<file path="config.mk">
export PLATFORM = sky130hd
export DESIGN_NAME = seq_match_counter
export DESIGN_NICKNAME = d
export VERILOG_FILES = /design/src/rtl/seq_det_pkg.sv /design/src/rtl/seq_window_timer.sv /design/src/rtl/seq_match_counter.sv
export SDC_FILE = /design/constraint.sdc
export NUM_CORES = 1
export LEC_CHECK = 0
export BUFFER_PORTS_ARGS = -buffer_cell sky130_fd_sc_hd__buf_4
export CAP_MARGIN = 20
export CORE_MARGIN = 4
export CORE_UTILIZATION = 49
export DETAILED_ROUTE_END_ITERATION = 8
export GPL_ROUTABILITY_DRIVEN = 0
export GPL_TIMING_DRIVEN = 1
export PLACE_DENSITY = 0.73
export SETUP_SLACK_MARGIN = 0.05
export SLEW_MARGIN = 10
export SYNTH_ARGS = -nofsm -noshare
export SYNTH_HDL_FRONTEND = slang
export SYNTH_HIERARCHICAL = 1
export SYNTH_SLANG_ARGS = --single-unit
</file>
<file path="constraint.sdc">
create_clock -name clk -period 1.5 [get_ports clk]
set_input_delay 0.075 -clock clk [delete_from_list [all_inputs] [get_ports clk]]
set_output_delay 0.075 -clock clk [all_outputs]
set_load 0.02 [all_outputs]
</file>
<file path="src/rtl/seq_det_pkg.sv">
// Shared types, default sizing and saturating arithmetic for the sequence-detector match counter.
package seq_det_pkg;

    typedef enum logic {
        IDLE  = 1'b0,
        COUNT = 1'b1
    } state_e;

    localparam int DEF_CNT_W  = 8;
    localparam int DEF_WINDOW = 16;

    function automatic logic [31:0] sat_inc(input logic [31:0] val,
                                            input logic        inc,
                                            input logic [31:0] max_val);
        if (inc && (val < max_val)) begin
            return val + 32'd1;
        end
        return val;
    endfunction

endpackage

</file>
<file path="src/rtl/seq_window_timer.sv">
// Modulo-WINDOW cycle timer; win_end marks the last cycle of each window while running.
module seq_window_timer #(
    parameter int WINDOW = 16
) (
    input  logic clk,
    input  logic rst,
    input  logic run,
    input  logic clr,
    output logic win_end
);

    localparam int TW = (WINDOW > 2) ? $clog2(WINDOW) : 1;
    localparam logic [TW-1:0] LAST = TW'(WINDOW - 1);

    logic [TW-1:0] tmr_q;
    logic [TW-1:0] tmr_d;

    assign win_end = run && (tmr_q == LAST);

    always_comb begin
        tmr_d = tmr_q;
        if (clr) begin
            tmr_d = '0;
        end else if (run) begin
            tmr_d = win_end ? '0 : tmr_q + 1'b1;
        end
    end

    always_ff @(posedge clk or negedge rst) begin
        if (!rst) begin
            tmr_q <= '0;
        end else begin
            tmr_q <= tmr_d;
        end
    end

endmodule

</file>
<file path="src/rtl/seq_match_counter.sv">
// Counts detector hits per WINDOW cycles and publishes saturated counts on a valid/ready port.
// Define SEQ_CNT_EDGE_EN to count only rising edges of z instead of every high cycle.
module seq_match_counter
    import seq_det_pkg::*;
#(
    parameter int CNT_W  = DEF_CNT_W,
    parameter int WINDOW = DEF_WINDOW
) (
    input  logic             clk,
    input  logic             rst,
    input  logic             z,
    input  logic             en,
    output logic [CNT_W-1:0] cnt_o,
    output logic             cnt_valid,
    input  logic             cnt_ready,
    output logic             overrun
);

    localparam logic [31:0] CNT_MAX = (32'd1 << CNT_W) - 32'd1;

    state_e           state_q, state_d;
    logic [CNT_W-1:0] acc_q, acc_d;
    logic [CNT_W-1:0] cnt_q, cnt_d;
    logic             valid_q, valid_d;
    logic             ovr_q, ovr_d;
    logic             run;
    logic             hit;
    logic             win_end;
    logic             consume;
    logic [CNT_W-1:0] acc_plus_hit;

    // The timer only advances on cycles that are actually counted.
    assign run = (state_q == COUNT) && en;

`ifdef SEQ_CNT_EDGE_EN
    logic z_prev_q;
    logic z_prev_d;

    // History samples in every state so a z held high across entry is not a new edge.
    assign z_prev_d = z;
    assign hit      = run && z && !z_prev_q;

    always_ff @(posedge clk or negedge rst) begin
        if (!rst) begin
            z_prev_q <= 1'b0;
        end else begin
            z_prev_q <= z_prev_d;
        end
    end
`else
    assign hit = run && z;
`endif

    seq_window_timer #(
        .WINDOW (WINDOW)
    ) u_timer (
        .clk     (clk),
        .rst     (rst),
        .run     (run),
        .clr     (!run),
        .win_end (win_end)
    );

    assign acc_plus_hit = CNT_W'(sat_inc(32'(acc_q), hit, CNT_MAX));
    assign consume      = valid_q && cnt_ready;

    always_comb begin
        state_d = state_q;
        acc_d   = acc_q;
        cnt_d   = cnt_q;
        valid_d = valid_q;
        ovr_d   = ovr_q;

        case (state_q)
            IDLE:    if (en)  state_d = COUNT;
            COUNT:   if (!en) state_d = IDLE;
            default: state_d = IDLE;
        endcase

        // Leaving COUNT discards the partial window entirely.
        if (!run || win_end) begin
            acc_d = '0;
        end else begin
            acc_d = acc_plus_hit;
        end

        if (win_end) begin
            cnt_d   = acc_plus_hit;
            valid_d = 1'b1;
            if (valid_q && !cnt_ready) begin
                ovr_d = 1'b1;
            end
        end else if (consume) begin
            valid_d = 1'b0;
        end
    end

    always_ff @(posedge clk or negedge rst) begin
        if (!rst) begin
            state_q <= IDLE;
            acc_q   <= '0;
            cnt_q   <= '0;
            valid_q <= 1'b0;
            ovr_q   <= 1'b0;
        end else begin
            state_q <= state_d;
            acc_q   <= acc_d;
            cnt_q   <= cnt_d;
            valid_q <= valid_d;
            ovr_q   <= ovr_d;
        end
    end

    assign cnt_o     = cnt_q;
    assign cnt_valid = valid_q;
    assign overrun   = ovr_q;

endmodule

</file>
==> summary.txt <==
Run status
  – Status: finished, final reports clean

Synth
  – Synth Flop Type: dfrtp_1
  – Register area share after synthesis: 53.8%
  – Yosys top cell area share: 53.8%
  – Yosys cell types: 31
  – Syn nets: 110
  – Syn Inst Count: a little over 100
  – Fraction of registers with async set/reset: 100%
  – Synth Cell Area: 1070 sq um
  – Dominant cell type by area after synthesis: dfrtp_1
  – Synth warn: 6
  – Top cells by area, synth: dfrtp_1 54%, mux2i_1 6.5%, nor2_1 4.9%, a21oi_1 3.3%, inv_1 2.5%
  – Syn avg cell area: 10.4 sq um
  – Register bit total from synthesis: 23
  – Post-synth EDFFs: 0

STA
  – Period utilisation layout: 95.3%
  – Slew margin rel.: 74.9%
  – Fin crit period: 1430 ps
  – RSZ-0062 raised after global routing: yes
  – Setup-failing EPs final: 0
  – Setup TNS: 0 ps
  – Final slew viol count: 0
  – Worst slew pin tran: 373 ps
  – F_max: 700 MHz
  – Clk_skew: 8.45 ps
  – Fin. Hold Viols: 0

Power and ir drop
  – Cell Pwr Density: 710 nW/um^2
  – P_leak: between 0.6 and 0.7 nW
  – Max IR drop VDD: 0.528 mV

Routing
  – Met2 wire len: 1.05 mm
  – Routed length on met1: 1.01 mm
  – ANT nets after route: 0
  – Final wirelength: 2.15 mm
  – Detailed Route Iter0 Violations: 14
  – Top Layer Used: met4
  – WL per Instance: 13.5 um
  – Met3 WL post-DR: 59 um
  – Vias/cell: 5.29
  – Vias: 847
  – TritonRoute pass-1 iters: 4
  – # DRC: 0

Floorplan
  – Placement Rows: 16
  – Area of the die: 2990 sq um
  – Die H: 54.7 um
  – Number of top-level pins: 15
  – DIE WIDTH: 54.7 um
  – Initial Utilization: 52.9%
  – Core footprint: 2020 sq um

Worst setup path
  – Worst path bufs/invs: 0
  – Reg2reg setup slack: 70 ps
  – Delay-heaviest family, CP: flip-flops
  – Reg2Reg Depth: 4
  – Slowest cell on crit path: dfrtp_1
  – FF-to-FF Start: acc_q[6]
  – Worst Path Arrival: 1630 ps
  – Worst path max stage delay: 440 ps
  – Crit-path cells: and4_4, a211oi_2, nor2_1, mux2_2
  – Critical path startpoint category: flop
  – Worst reg2reg path endpoint: cnt_o[2]
  – Critical path peak fanout: 4
  – Critical Path RT: 1710 ps
  – Critical path class: flop to flop
  – CP Capture Type: flop

Layout
  – P&R area growth vs syn: 28.0%
  – Antenna diode count: 0
  – Share of cells above drive strength 1: approximately a third
  – # nets final: 141
  – Final core utilization: 67.7%
  – Final Non-Filler Cells: between 150 and 200

Hold path
  – Hold Path End: cnt_valid
  – HP Class: input pin to flop
  – Min-Delay Startpoint: cnt_ready
  – Hold path depth: 3

CTS
  – CTS Buf Count: 3
  – Clk_lat worst skew: a little over 300 ps
  – Clock transition at path regs: 130 ps
  – CTS tree: yes
  – Clock buffer depth: 2
  – Max H-tree Level: 1
  – CTS root buf: clkbuf_4
  – TritonCTS Sinks: 23

Placed design
  – DP HPWL: 1.59 mm
  – Placed cells: 150
  – IO buf count: 14

Global routing
  – Number of global-route vias before repair: 851
  – Global-route wire length before repair: ~3.6 mm
  – Aggregate global-route resource usage: about 17%
  – Largest net degree at the start of global routing: 24
  – Initial antenna violation count: 0
  – GRT overflow: 0

Run
  – Max Cap Violations: 0
state kept, by name (all words and copies together), names as in the netlist:
| register | flops |
|---|---|
| cnt_valid | 1 |
| overrun | 1 |
| cnt_o | 8 |
| acc_q | 8 |
| u_timer/tmr_q | 4 |
| state_q | 1 |
how the worst max path moves through the flow:
| stage | from | endpoint | cells past startpoint |
|---|---|---|---|
| after CTS | acc_q[1] | cnt_o[6] | 5 |
| after global placement | acc_q[0] | cnt_o[2] | 5 |
| after global routing | acc_q[1] | cnt_o[6] | 5 |
| final | acc_q[6] | cnt_o[2] | 4 |
| after detailed placement | acc_q[0] | cnt_o[2] | 5 |
| after floorplan | acc_q[0] | cnt_o[6] | 5 |
cell families after synthesis:
kind of cell,count (synthesis),synth area share (%)
AOI/OAI and AO/OA,16,10.4
adders and majority gates,2,2.34
DFF,23,53.8
and+or+nand+nor,41,19.4
muxes,8,7.60
xor gates and xnor gates,4,3.28
buffers and inverters,9,3.16
repair_timing:
action                                  CTS  global route
buffers inserted                          3             1
endpoints found under the setup margin    4            12
pin swaps                                 0             5
hold buffers                              2             0
endpoints found under the hold margin    24             0
gates resized for setup                   1             6
placed cells by master (no fill, tap or decap), types with 2 or more instances in the layout:
| cell | Yosys | routed |
|---|---|---|
| o21ai_0 | 2 | 2 |
| mux2i_1 | 7 | 7 |
| nand2_1 | 6 | 6 |
| xor2_1 | 2 | 2 |
| ha_2 | 0 | 2 |
| a21oi_1 | 7 | 7 |
| buf_4 | 0 | 25 |
| inv_1 | 7 | 7 |
| clkbuf_4 | 0 | 3 |
| nand3_1 | 5 | 4 |
| nor3_2 | 0 | 2 |
| dlygate4sd3_1 | 0 | 2 |
| xnor2_1 | 2 | 2 |
| dfrtp_1 | 23 | 23 |
| nor2_1 | 14 | 13 |
| nor3_1 | 4 | 2 |
| nand2b_1 | 3 | 3 |
| a211oi_2 | 1 | 2 |
stage by stage:
| stage | setup WS, ps | total power, mW | hold slack (ps) | cell area [sq um] |
|---|---|---|---|---|
| floorplan | 80.7 | 0.656 | -221 | 1070 |
| global placement | 77.0 | 0.687 | -19.7 | 1260 |
| detailed placement | 24.3 | 0.689 | -16.0 | 1260 |
| CTS | 50.9 | 0.981 | 49.9 | 1340 |
| global route | 7.28 | 1.01 | 70.9 | 1370 |
| finish | 70.5 | 0.972 | 60.9 | 1370 |
routing by layer:
metal  up-vias  global-route usage, %
met1       415                   21.1
li1        414                      -
met4         0                   7.47
met5         -                      0
met3         5                   3.27
met2        13                   28.0
worst register-to-register path: stages (launching register included):
cell	delay, ps
dfrtp_1	440
and4_4	230
a211oi_2	300
nor2_1	80
mux2_2	270
cell usage after synthesis, types with 2 or more instances:
library cell   n
a21oi_1        7
clkbuf_1       2
dfrtp_1       23
ha_1           2
inv_1          7
mux2i_1        7
nand2_1        6
nand2b_1       3
nand3_1        5
nor2_1        14
nor3_1         4
o21ai_0        2
xnor2_1        2
xor2_1         2
where the power goes:
part | total (mW) | leakage, nW | internal, mW | switching (mW)
clock network | 0.287 | 0.0150 | 0.104 | 0.183
logic | 0.0593 | 0.307 | 0.0257 | 0.0335
registers | 0.625 | 0.298 | 0.623 | 0.00230
final cells by class:
| type | instances | area (sq um) |
|---|---|---|
| fill | 167 | 653 |
| sequential | 23 | 576 |
| multi-input combinational | 71 | 488 |
| timing repair buffer | 28 | 219 |
| tap | 27 | 33.8 |
| clock buffer | 4 | 26.3 |
| inverter | 7 | 26.3 |
Note: power is estimated with default switching activity, not from simulation.
